**src/rtl/core_ctrl_fsm_pkg.sv**
```systemverilog
// Shared definitions for the core control sequencer: state encodings and default MEM timeout.
// Optional CORE_CTRL_PERF_EN adds performance counters in the top module.
package core_ctrl_fsm_pkg;

    typedef enum logic [2:0] {
        CTRL_IDLE   = 3'd0,
        CTRL_FETCH  = 3'd1,
        CTRL_DECODE = 3'd2,
        CTRL_EXEC   = 3'd3,
        CTRL_MEM    = 3'd4,
        CTRL_WB     = 3'd5,
        CTRL_HALT   = 3'd6,
        CTRL_ERR    = 3'd7
    } ctrl_state_e;

    localparam int unsigned MEM_TIMEOUT_DEFAULT = 255;
    localparam int unsigned WDOG_W              = 16;

endpackage

```
**src/rtl/core_ctrl_fsm_mem_watchdog.sv**
```systemverilog
// Memory-access watchdog: counts enabled cycles since the last clear and pulses timeout
// on the cycle whose increment would reach the limit.
module mem_watchdog
    import core_ctrl_fsm_pkg::*;
#(
    parameter int unsigned LIMIT_W = WDOG_W
) (
    input  logic               clk,
    input  logic               rst,
    input  logic               clr,
    input  logic               en,
    input  logic [LIMIT_W-1:0] limit,
    output logic               timeout
);

    logic [LIMIT_W-1:0] count_q;
    logic [LIMIT_W-1:0] count_d;

    always_comb begin
        count_d = count_q;
        if (clr) begin
            count_d = '0;
        end else if (en) begin
            count_d = count_q + LIMIT_W'(1);
        end
    end

    always_ff @(posedge clk or posedge rst) begin
        if (rst) begin
            count_q <= '0;
        end else begin
            count_q <= count_d;
        end
    end

    // Fires while the count is one short of the limit, so this cycle's miss reaches it.
    assign timeout = en && (count_q == (limit - LIMIT_W'(1)));

endmodule

```
**src/rtl/core_ctrl_fsm.sv**
```systemverilog
// Multi-cycle control sequencer: FETCH/DECODE/EXEC/MEM/WB with ebreak halt and MEM timeout trap.
// Define CORE_CTRL_PERF_EN to add perf_cycles / perf_instret counters.
module core_ctrl_fsm
    import core_ctrl_fsm_pkg::*;
#(
    parameter int unsigned MEM_TIMEOUT = MEM_TIMEOUT_DEFAULT
`ifdef CORE_CTRL_PERF_EN
    , parameter int unsigned PERF_W = 64
`endif
) (
    input  logic       clk,
    input  logic       rst,
    output logic       ifu_req,
    input  logic       ifu_valid,
    output logic       inst_we,
    input  logic       dec_mem_read,
    input  logic       dec_mem_write,
    input  logic       dec_reg_write,
    input  logic       dec_ebreak,
    output logic       exu_en,
    output logic       lsu_req,
    output logic       lsu_wen,
    input  logic       lsu_done,
    output logic       rf_we,
    output logic       pc_we,
    output logic       halted,
    output logic       mem_err,
    output logic [2:0] state_o
`ifdef CORE_CTRL_PERF_EN
    , output logic [PERF_W-1:0] perf_cycles,
    output logic [PERF_W-1:0] perf_instret
`endif
);

    localparam logic [WDOG_W-1:0] TIMEOUT_LIM = WDOG_W'(MEM_TIMEOUT);

    ctrl_state_e state_q, state_d;
    logic        mem_read_q, mem_read_d;
    logic        mem_write_q, mem_write_d;
    logic        reg_write_q, reg_write_d;
    logic        ebreak_q, ebreak_d;
    logic        wd_clr, wd_en, mem_timeout;

    assign wd_clr = (state_q != CTRL_MEM);
    assign wd_en  = (state_q == CTRL_MEM) && !lsu_done;

    mem_watchdog #(.LIMIT_W(WDOG_W)) u_mem_watchdog (
        .clk     (clk),
        .rst     (rst),
        .clr     (wd_clr),
        .en      (wd_en),
        .limit   (TIMEOUT_LIM),
        .timeout (mem_timeout)
    );

    always_ff @(posedge clk or posedge rst) begin
        if (rst) begin
            state_q     <= CTRL_IDLE;
            mem_read_q  <= 1'b0;
            mem_write_q <= 1'b0;
            reg_write_q <= 1'b0;
            ebreak_q    <= 1'b0;
        end else begin
            state_q     <= state_d;
            mem_read_q  <= mem_read_d;
            mem_write_q <= mem_write_d;
            reg_write_q <= reg_write_d;
            ebreak_q    <= ebreak_d;
        end
    end

    always_comb begin
        state_d     = state_q;
        mem_read_d  = mem_read_q;
        mem_write_d = mem_write_q;
        reg_write_d = reg_write_q;
        ebreak_d    = ebreak_q;
        case (state_q)
            CTRL_IDLE:  state_d = CTRL_FETCH;
            CTRL_FETCH: if (ifu_valid) state_d = CTRL_DECODE;
            CTRL_DECODE: begin
                mem_read_d  = dec_mem_read;
                mem_write_d = dec_mem_write;
                reg_write_d = dec_reg_write;
                ebreak_d    = dec_ebreak;
                state_d     = CTRL_EXEC;
            end
            CTRL_EXEC: begin
                if (ebreak_q)                       state_d = CTRL_HALT;
                else if (mem_read_q || mem_write_q) state_d = CTRL_MEM;
                else                                state_d = CTRL_WB;
            end
            // lsu_done is checked first so a completion on the limit cycle still retires.
            CTRL_MEM: begin
                if (lsu_done)         state_d = CTRL_WB;
                else if (mem_timeout) state_d = CTRL_ERR;
            end
            CTRL_WB:  state_d = CTRL_FETCH;
            default:  state_d = state_q;
        endcase
    end

    always_comb begin
        ifu_req = 1'b0;
        inst_we = 1'b0;
        exu_en  = 1'b0;
        lsu_req = 1'b0;
        lsu_wen = 1'b0;
        rf_we   = 1'b0;
        pc_we   = 1'b0;
        halted  = 1'b0;
        mem_err = 1'b0;
        case (state_q)
            CTRL_FETCH: begin
                ifu_req = 1'b1;
                inst_we = ifu_valid;
            end
            CTRL_EXEC: exu_en = 1'b1;
            CTRL_MEM: begin
                lsu_req = 1'b1;
                lsu_wen = mem_write_q;
            end
            CTRL_WB: begin
                rf_we = reg_write_q;
                pc_we = 1'b1;
            end
            CTRL_HALT: halted  = 1'b1;
            CTRL_ERR:  mem_err = 1'b1;
            default: ;
        endcase
    end

    assign state_o = state_q;

`ifdef CORE_CTRL_PERF_EN
    logic [PERF_W-1:0] perf_cycles_q, perf_cycles_d;
    logic [PERF_W-1:0] perf_instret_q, perf_instret_d;

    always_comb begin
        perf_cycles_d  = perf_cycles_q;
        perf_instret_d = perf_instret_q;
        if (state_q != CTRL_HALT && state_q != CTRL_ERR) begin
            perf_cycles_d = perf_cycles_q + PERF_W'(1);
        end
        if (state_q == CTRL_WB) begin
            perf_instret_d = perf_instret_q + PERF_W'(1);
        end
    end

    always_ff @(posedge clk or posedge rst) begin
        if (rst) begin
            perf_cycles_q  <= '0;
            perf_instret_q <= '0;
        end else begin
            perf_cycles_q  <= perf_cycles_d;
            perf_instret_q <= perf_instret_d;
        end
    end

    assign perf_cycles  = perf_cycles_q;
    assign perf_instret = perf_instret_q;
`endif

endmodule

```
**config.mk**
```make
export PLATFORM = sky130hd
export DESIGN_NAME = core_ctrl_fsm
export DESIGN_NICKNAME = d
export VERILOG_FILES = /design/src/rtl/core_ctrl_fsm_pkg.sv /design/src/rtl/core_ctrl_fsm_mem_watchdog.sv /design/src/rtl/core_ctrl_fsm.sv
export SDC_FILE = /design/constraint.sdc
export NUM_CORES = 1
export LEC_CHECK = 0
export ABC_CLOCK_PERIOD_IN_PS = 1400
export CORE_ASPECT_RATIO = 0.9
export CORE_MARGIN = 5
export CORE_UTILIZATION = 45
export DETAILED_ROUTE_END_ITERATION = 7
export PLACE_DENSITY = 0.71
export SYNTH_ARGS = -nofsm -noshare
export SYNTH_HDL_FRONTEND = slang
export SYNTH_SLANG_ARGS = --single-unit
```
**constraint.sdc**
```tcl
create_clock -name clk -period 1.4 [get_ports clk]
set_input_delay 0.21 -clock clk [delete_from_list [all_inputs] [get_ports clk]]
set_output_delay 0.21 -clock clk [all_outputs]
set_load 0.05 [all_outputs]
```
[Yosys cells after proc, flatten, opt, wreduce, memory -nomap -nowiden]
Index checks and enable logic that the tools add are counted.
Storage, ports and cells
  bits of input ports: 8
  output and inout port bits: 12
  bits in registers: 23
Cells by class
  eq/ne operators: 11
  $add $sub $neg: 1
  reductions and logical operators: 9
  mux-type cells: 17
Operators with widths (count)
  two-way mux 16 bit: 2
  adder 16 x 1 -> 16 bit, second input constant: 1
  equality test 16 x 8 -> 1 bit, second input constant: 1
  one-hot mux 3 bit (5 select lines): 1
  equality test 3 bit, second input constant: 4
  two-way mux 1 bit: 10
  two-way mux 3 bit: 3
  equality test 3 x 2 -> 1 bit, second input constant: 2
  != test 3 bit, second input constant: 2
  nonzero test 5 bit: 1
  equality test 3 x 1 -> 1 bit, second input constant: 1
  logical NOT 3 bit: 1
  AND reduction 3 bit: 1
  logical AND 1 bit: 2
  two-way mux 2 bit: 1
  != test 2 bit, second input constant: 1
  nonzero test 2 bit: 1
  OR reduction 2 bit: 1
  logical NOT 1 bit: 1
  logical OR 1 bit: 1

[Depth between registers and ports, before layout]
  depth in word-level cells: 6
  mapped depth: 7
  gate-level depth less buffers: 6

[Cells and area by module]
Synthesis repeated with hierarchy kept, for this count alone.
Second synthesis, totals
  cell total of the unflattened synthesis: 196
  area total of the unflattened synthesis: 1704.1 µm²
Modules (own cells, without submodules)
  mem_watchdog: area each 1298.7 µm², cells an instance 156, instances 1, seq. area each 400.4 µm²
  core_ctrl_fsm: area each 405.4 µm², cells an instance 40, instances 1, seq. area each 175.2 µm²

[Worst setup path after synthesis]
No wires, ideal clock.
  path type: register to register
  from: register state_q[0] (netlist: state_o[0])
  to: register state_q[1] (netlist: state_o[1])
  required time: 1.320 ns
  buffers on the path: 0
  period minus slack after synthesis: 2.864 ns
  slack: -1.464 ns
  stages on the path, launching flop included: 5
  data arrival time: 2.785 ns
  library setup time: 0.080 ns
  cell sequence: dfrtp_1 inv_1 nor3_1 and2_1 a2bb2oi_1
On the way
  cells in the longest elaborated chain, start to end: 5
RTL lines
  from (decl): line core_ctrl_fsm.sv:37  | ctrl_state_e state_q, state_d;
  from (signal assigned): line core_ctrl_fsm.sv:64  | state_q <= state_d;
  equality test 3 bit: line core_ctrl_fsm.sv:45, core_ctrl_fsm.sv:78
  logical AND 1 bit: line core_ctrl_fsm.sv:45  | assign wd_en = (state_q == CTRL_MEM) && !lsu_done;
  logical AND 1 bit: line core_ctrl_fsm_mem_watchdog.sv:37  | assign timeout = en && (count_q == (limit - LIMIT_W'(1)));
  != test 3 bit (no source line)
  AND reduction 3 bit (no source line)
Parallel ways exist; a longest one is shown, timed or not.
A chain may end at the register's enable or synchronous reset.

[Worst setup path after layout]
  from: register state_q[0] (netlist: state_o[0])
  to: output lsu_wen
On the way
  cells in the longest elaborated chain, start to end: 2
RTL lines
  equality test 3 bit: line core_ctrl_fsm.sv:113  | case (state_q)
  two-way mux 1 bit: line core_ctrl_fsm.sv:113
  to (decl): line core_ctrl_fsm.sv:22  | output logic lsu_wen,
No other way between the ends.

==> reports/qor.csv <==
stage,metric,value,unit
synth,top post-synthesis cells by area,"dfrtp_1 (46%), xnor2_1 (6.3%), nor2_1 (5.7%)",
floorplanning,# rows,18,
setup_path,critical path cell sequence,or3_4 -> clkinv_8 -> and2_4 -> buf_12,
run_status,failing checks,negative setup slack,
setup_path,crit path to,lsu_wen,
final_layout,layout cell share with drive strength beyond 1,0.5281,
placement,Port Buf Inserts,19,
synth,post-synthesis cell count,127,
pwr,Overall Power,3.424,mW
setup_path,Setup crit start,state_o[0],
setup_path,critical path class,reg -> out,
synth,syn nets,137,
placement,final RePlAce weighted congestion,0.7896,
pwr,PwrDens,1619,nW/um^2
setup_path,Critical Path Max Stage Delay,0.44,ns
final_layout,nets,189,
pwr,Leak,0.9915,nW
setup_path,CP arrival,1.49,ns
grt,vias in the first global route,1201,
final_layout,fillers,160,
timing,final setup margin,-0.3036,ns
run_status,status,finished with violations,
timing,Rel. slew slack,0.7564,
setup_path,crit-path leading delay family,simple AND/OR/NAND/NOR gates,
synth,unique cell type count in the Yosys netlist,35,
final_layout,area of the multi-input gates,777.0,sq um
setup_path,slowest CP cell,dfrtp_2,
grt,gr ovfl total,0,
route,Total Wirelength,3.838,mm
floorplanning,Die ar.,3963,sq um
timing,fin. max-slew vios,0,
synth,"Seq/Total Area, Yosys",0.4563,
setup_path,CP Capture Type,output pin,
final_layout,fin area,2115,sq um
synth,Yosys top cell by area,dfrtp_1,
timing,Final Hold Viols,0,
timing,hold_ws,0.2141,ns
clock_tree,clk buf depth,2,
setup_path,Reg2Reg Depth,5,
final_layout,Reg area,584.3,sq um
final_layout,ANT cells,0,
synth,mean post-synth cell area,9.931,sq um
floorplanning,Placeable Area,2725,sq um
clock_tree,CTS tree,done,
clock_tree,Worst-Skew Late Latency,0.31,ns
clock_tree,total clock sinks,23,
timing,"Period Utilization, post-route",1.217,
synth,"FF+latch count, synth",23,
clock_tree,clk slew on worst S/H paths,0.13,ns
floorplanning,die height,60.23,um
synth,ys async rst share,1.000,
setup_path,Reg-to-Reg Start,u_mem_watchdog.count_q[1],
timing,clk_skew,0.002886,ns
timing,final setup violation count,17,
route,Vias per Instance,5.445,
final_layout,Final Non-Filler Cells,218,
grt,first-pass GRT wire length,5.664,mm
pwr,maximum VDD drop,1.430,mV
final_layout,area grow syn2layout,67.66,%
clock_tree,# H-tree levels,1,
synth,post-synthesis cell area,1261,sq um
route,DR iter-0 viols,48,
timing,Tightest Pin Transition,0.3626,ns
setup_path,Worst Path Required,1.19,ns
route,drt pass-1 iters,6,
setup_path,critical path depth,4,
clock_tree,cts bufs inserted,3,
synth,number of flops mapped to enable cells by yosys,0,
clock_tree,CTS Root Cell,clkbuf_4,
setup_path,startpoint types,register,
route,post-route ant nets,0,
synth,ys flop type,dfrtp_1,
route,DR DRC count,0,
worst_hold_path,Hold WC Path Type,in -> async,
placement,DP HPWL,2.282,mm
setup_path,crit-path max FO,2,
placement,Setup WS pre-CTS,-0.2889,ns
timing,fin crit period,1.704,ns
synth,Synth Warn #,0,
timing,highest clock rate,587.0,MHz
timing,RSZ-0062 raised after global routing,true,
setup_path,crit path buf inv count,2,
placement,Area after DPL,1826,sq um
grt,initial antenna violation count,0,
grt,largest net degree at the start of global routing,24,
setup_path,r2r setup slk,-0.12,ns
floorplanning,Die Wd,65.81,um
clock_tree,Post-CTS Hold Buffers,0,
job,total of max-cap violations,0,
placement,Post-Place Cells,204,
grt,Overall Global Routing Usage,0.1935,
floorplanning,Starting Density,0.4628,
setup_path,FF-to-FF End,u_mem_watchdog.count_q[15],
route,Avg WL per Cell,17.61,um
synth,Synth top area share,0.4563,
route,via count,1187,
floorplanning,I/O pin total,20,
through the flow:
stage / setup TNS [ns] / util
after floorplan: -3.768 / -
after global placement: -1.788 / 0.6699
after detailed placement: -2.224 / 0.6699
after CTS: -1.750 / 0.7291
after global routing: -3.427 / 0.7759
final: -2.198 / 0.7759
synth_stat cells, drive strengths merged (3+ instances only):
| library cell | count |
|---|---|
| dfrtp | 23 |
| nor2 | 19 |
| inv | 10 |
| xnor2 | 9 |
| nor4 | 6 |
| nand2 | 5 |
| nor3 | 5 |
| o21ai | 5 |
| a21oi | 4 |
| mux2 | 4 |
| nand3 | 4 |
| a31oi | 3 |
| and2 | 3 |
| and3 | 3 |
| clkbuf | 3 |
| or3 | 3 |
flip-flops by register name (all words and copies together) (netlist names):
name,cells
ebreak_q,1
u_mem_watchdog.count_q,16
mem_read_q,1
state_o,3
reg_write_q,1
mem_write_q,1
cell usage in the layout, fill, tap and decap left out, types with 3 or more instances in the layout:
cell type / count
buf_4: 22
nor2_1: 17
dfrtp_1: 16
buf_12: 14
inv_1: 8
xnor2_1: 8
buf_6: 8
clkdlybuf4s50_1: 7
dfrtp_2: 7
o21ai_0: 5
mux2_2: 4
nand2_2: 3
nor4_4: 3
a31oi_1: 3
and2_4: 3
clkbuf_4: 3
area by class of cell:
class | count | area share
Inverter | 11 | 0.02663
Clock buffer | 4 | 0.01243
Tap cell | 40 | 0.02367
Multi-Input combinational cell | 88 | 0.3675
Sequential cell | 23 | 0.2763
Timing Repair Buffer | 52 | 0.2935
worst min path at each step:
| stage | end | slack, ns | cells past startpoint |
|---|---|---|---|
| floorplan | ebreak_q | 0.21 | 1 |
| finish | u_mem_watchdog.count_q[1] | 0.21 | 3 |
| detailed placement | mem_write_q | 0.53 | 1 |
| global placement | reg_write_q | 0.49 | 1 |
| global route | u_mem_watchdog.count_q[3] | 0.23 | 3 |
| CTS | u_mem_watchdog.count_q[1] | 0.22 | 3 |
cells by family (layout without fill, tap and decap cells):
group           Yosys count  count (layout)  synth area share
fa+ha+maj                 2               2           0.01984
compound gates           16              16           0.08036
buf+inv                  16              67           0.05951
mux                       4               4           0.03571
flops                    23              23            0.4563
simple gates             55              55            0.2718
xor+xnor                 11              11           0.07639
routing by layer:
layer / up-vias / track usage / part of all wire / routed length, um
met3: 14 / 0.03008 / 0.041 / 156
met5: - / 0 / 0 / 0
met1: 597 / 0.2237 / 0.38 / 1471
met2: 36 / 0.3529 / 0.55 / 2129
li1: 540 / - / - / -
met4: 0 / 0.08580 / 0.021 / 80
repair_timing:
item	CTS	global route
pin swaps	8	9
resized for setup	16	27
setup endpoints to repair	20	27
buffers inserted	8	4
power by group:
group | switching, mW | internal [mW]
clock | 0.201 | 0.111
combinational | 1.14 | 1.11
sequential | 0.0797 | 0.781
worst min-delay path: cells and delay by family:
family	cells	cell delay, ns
buf+inv	3	0.72
(Power assumes the default switching activity.)
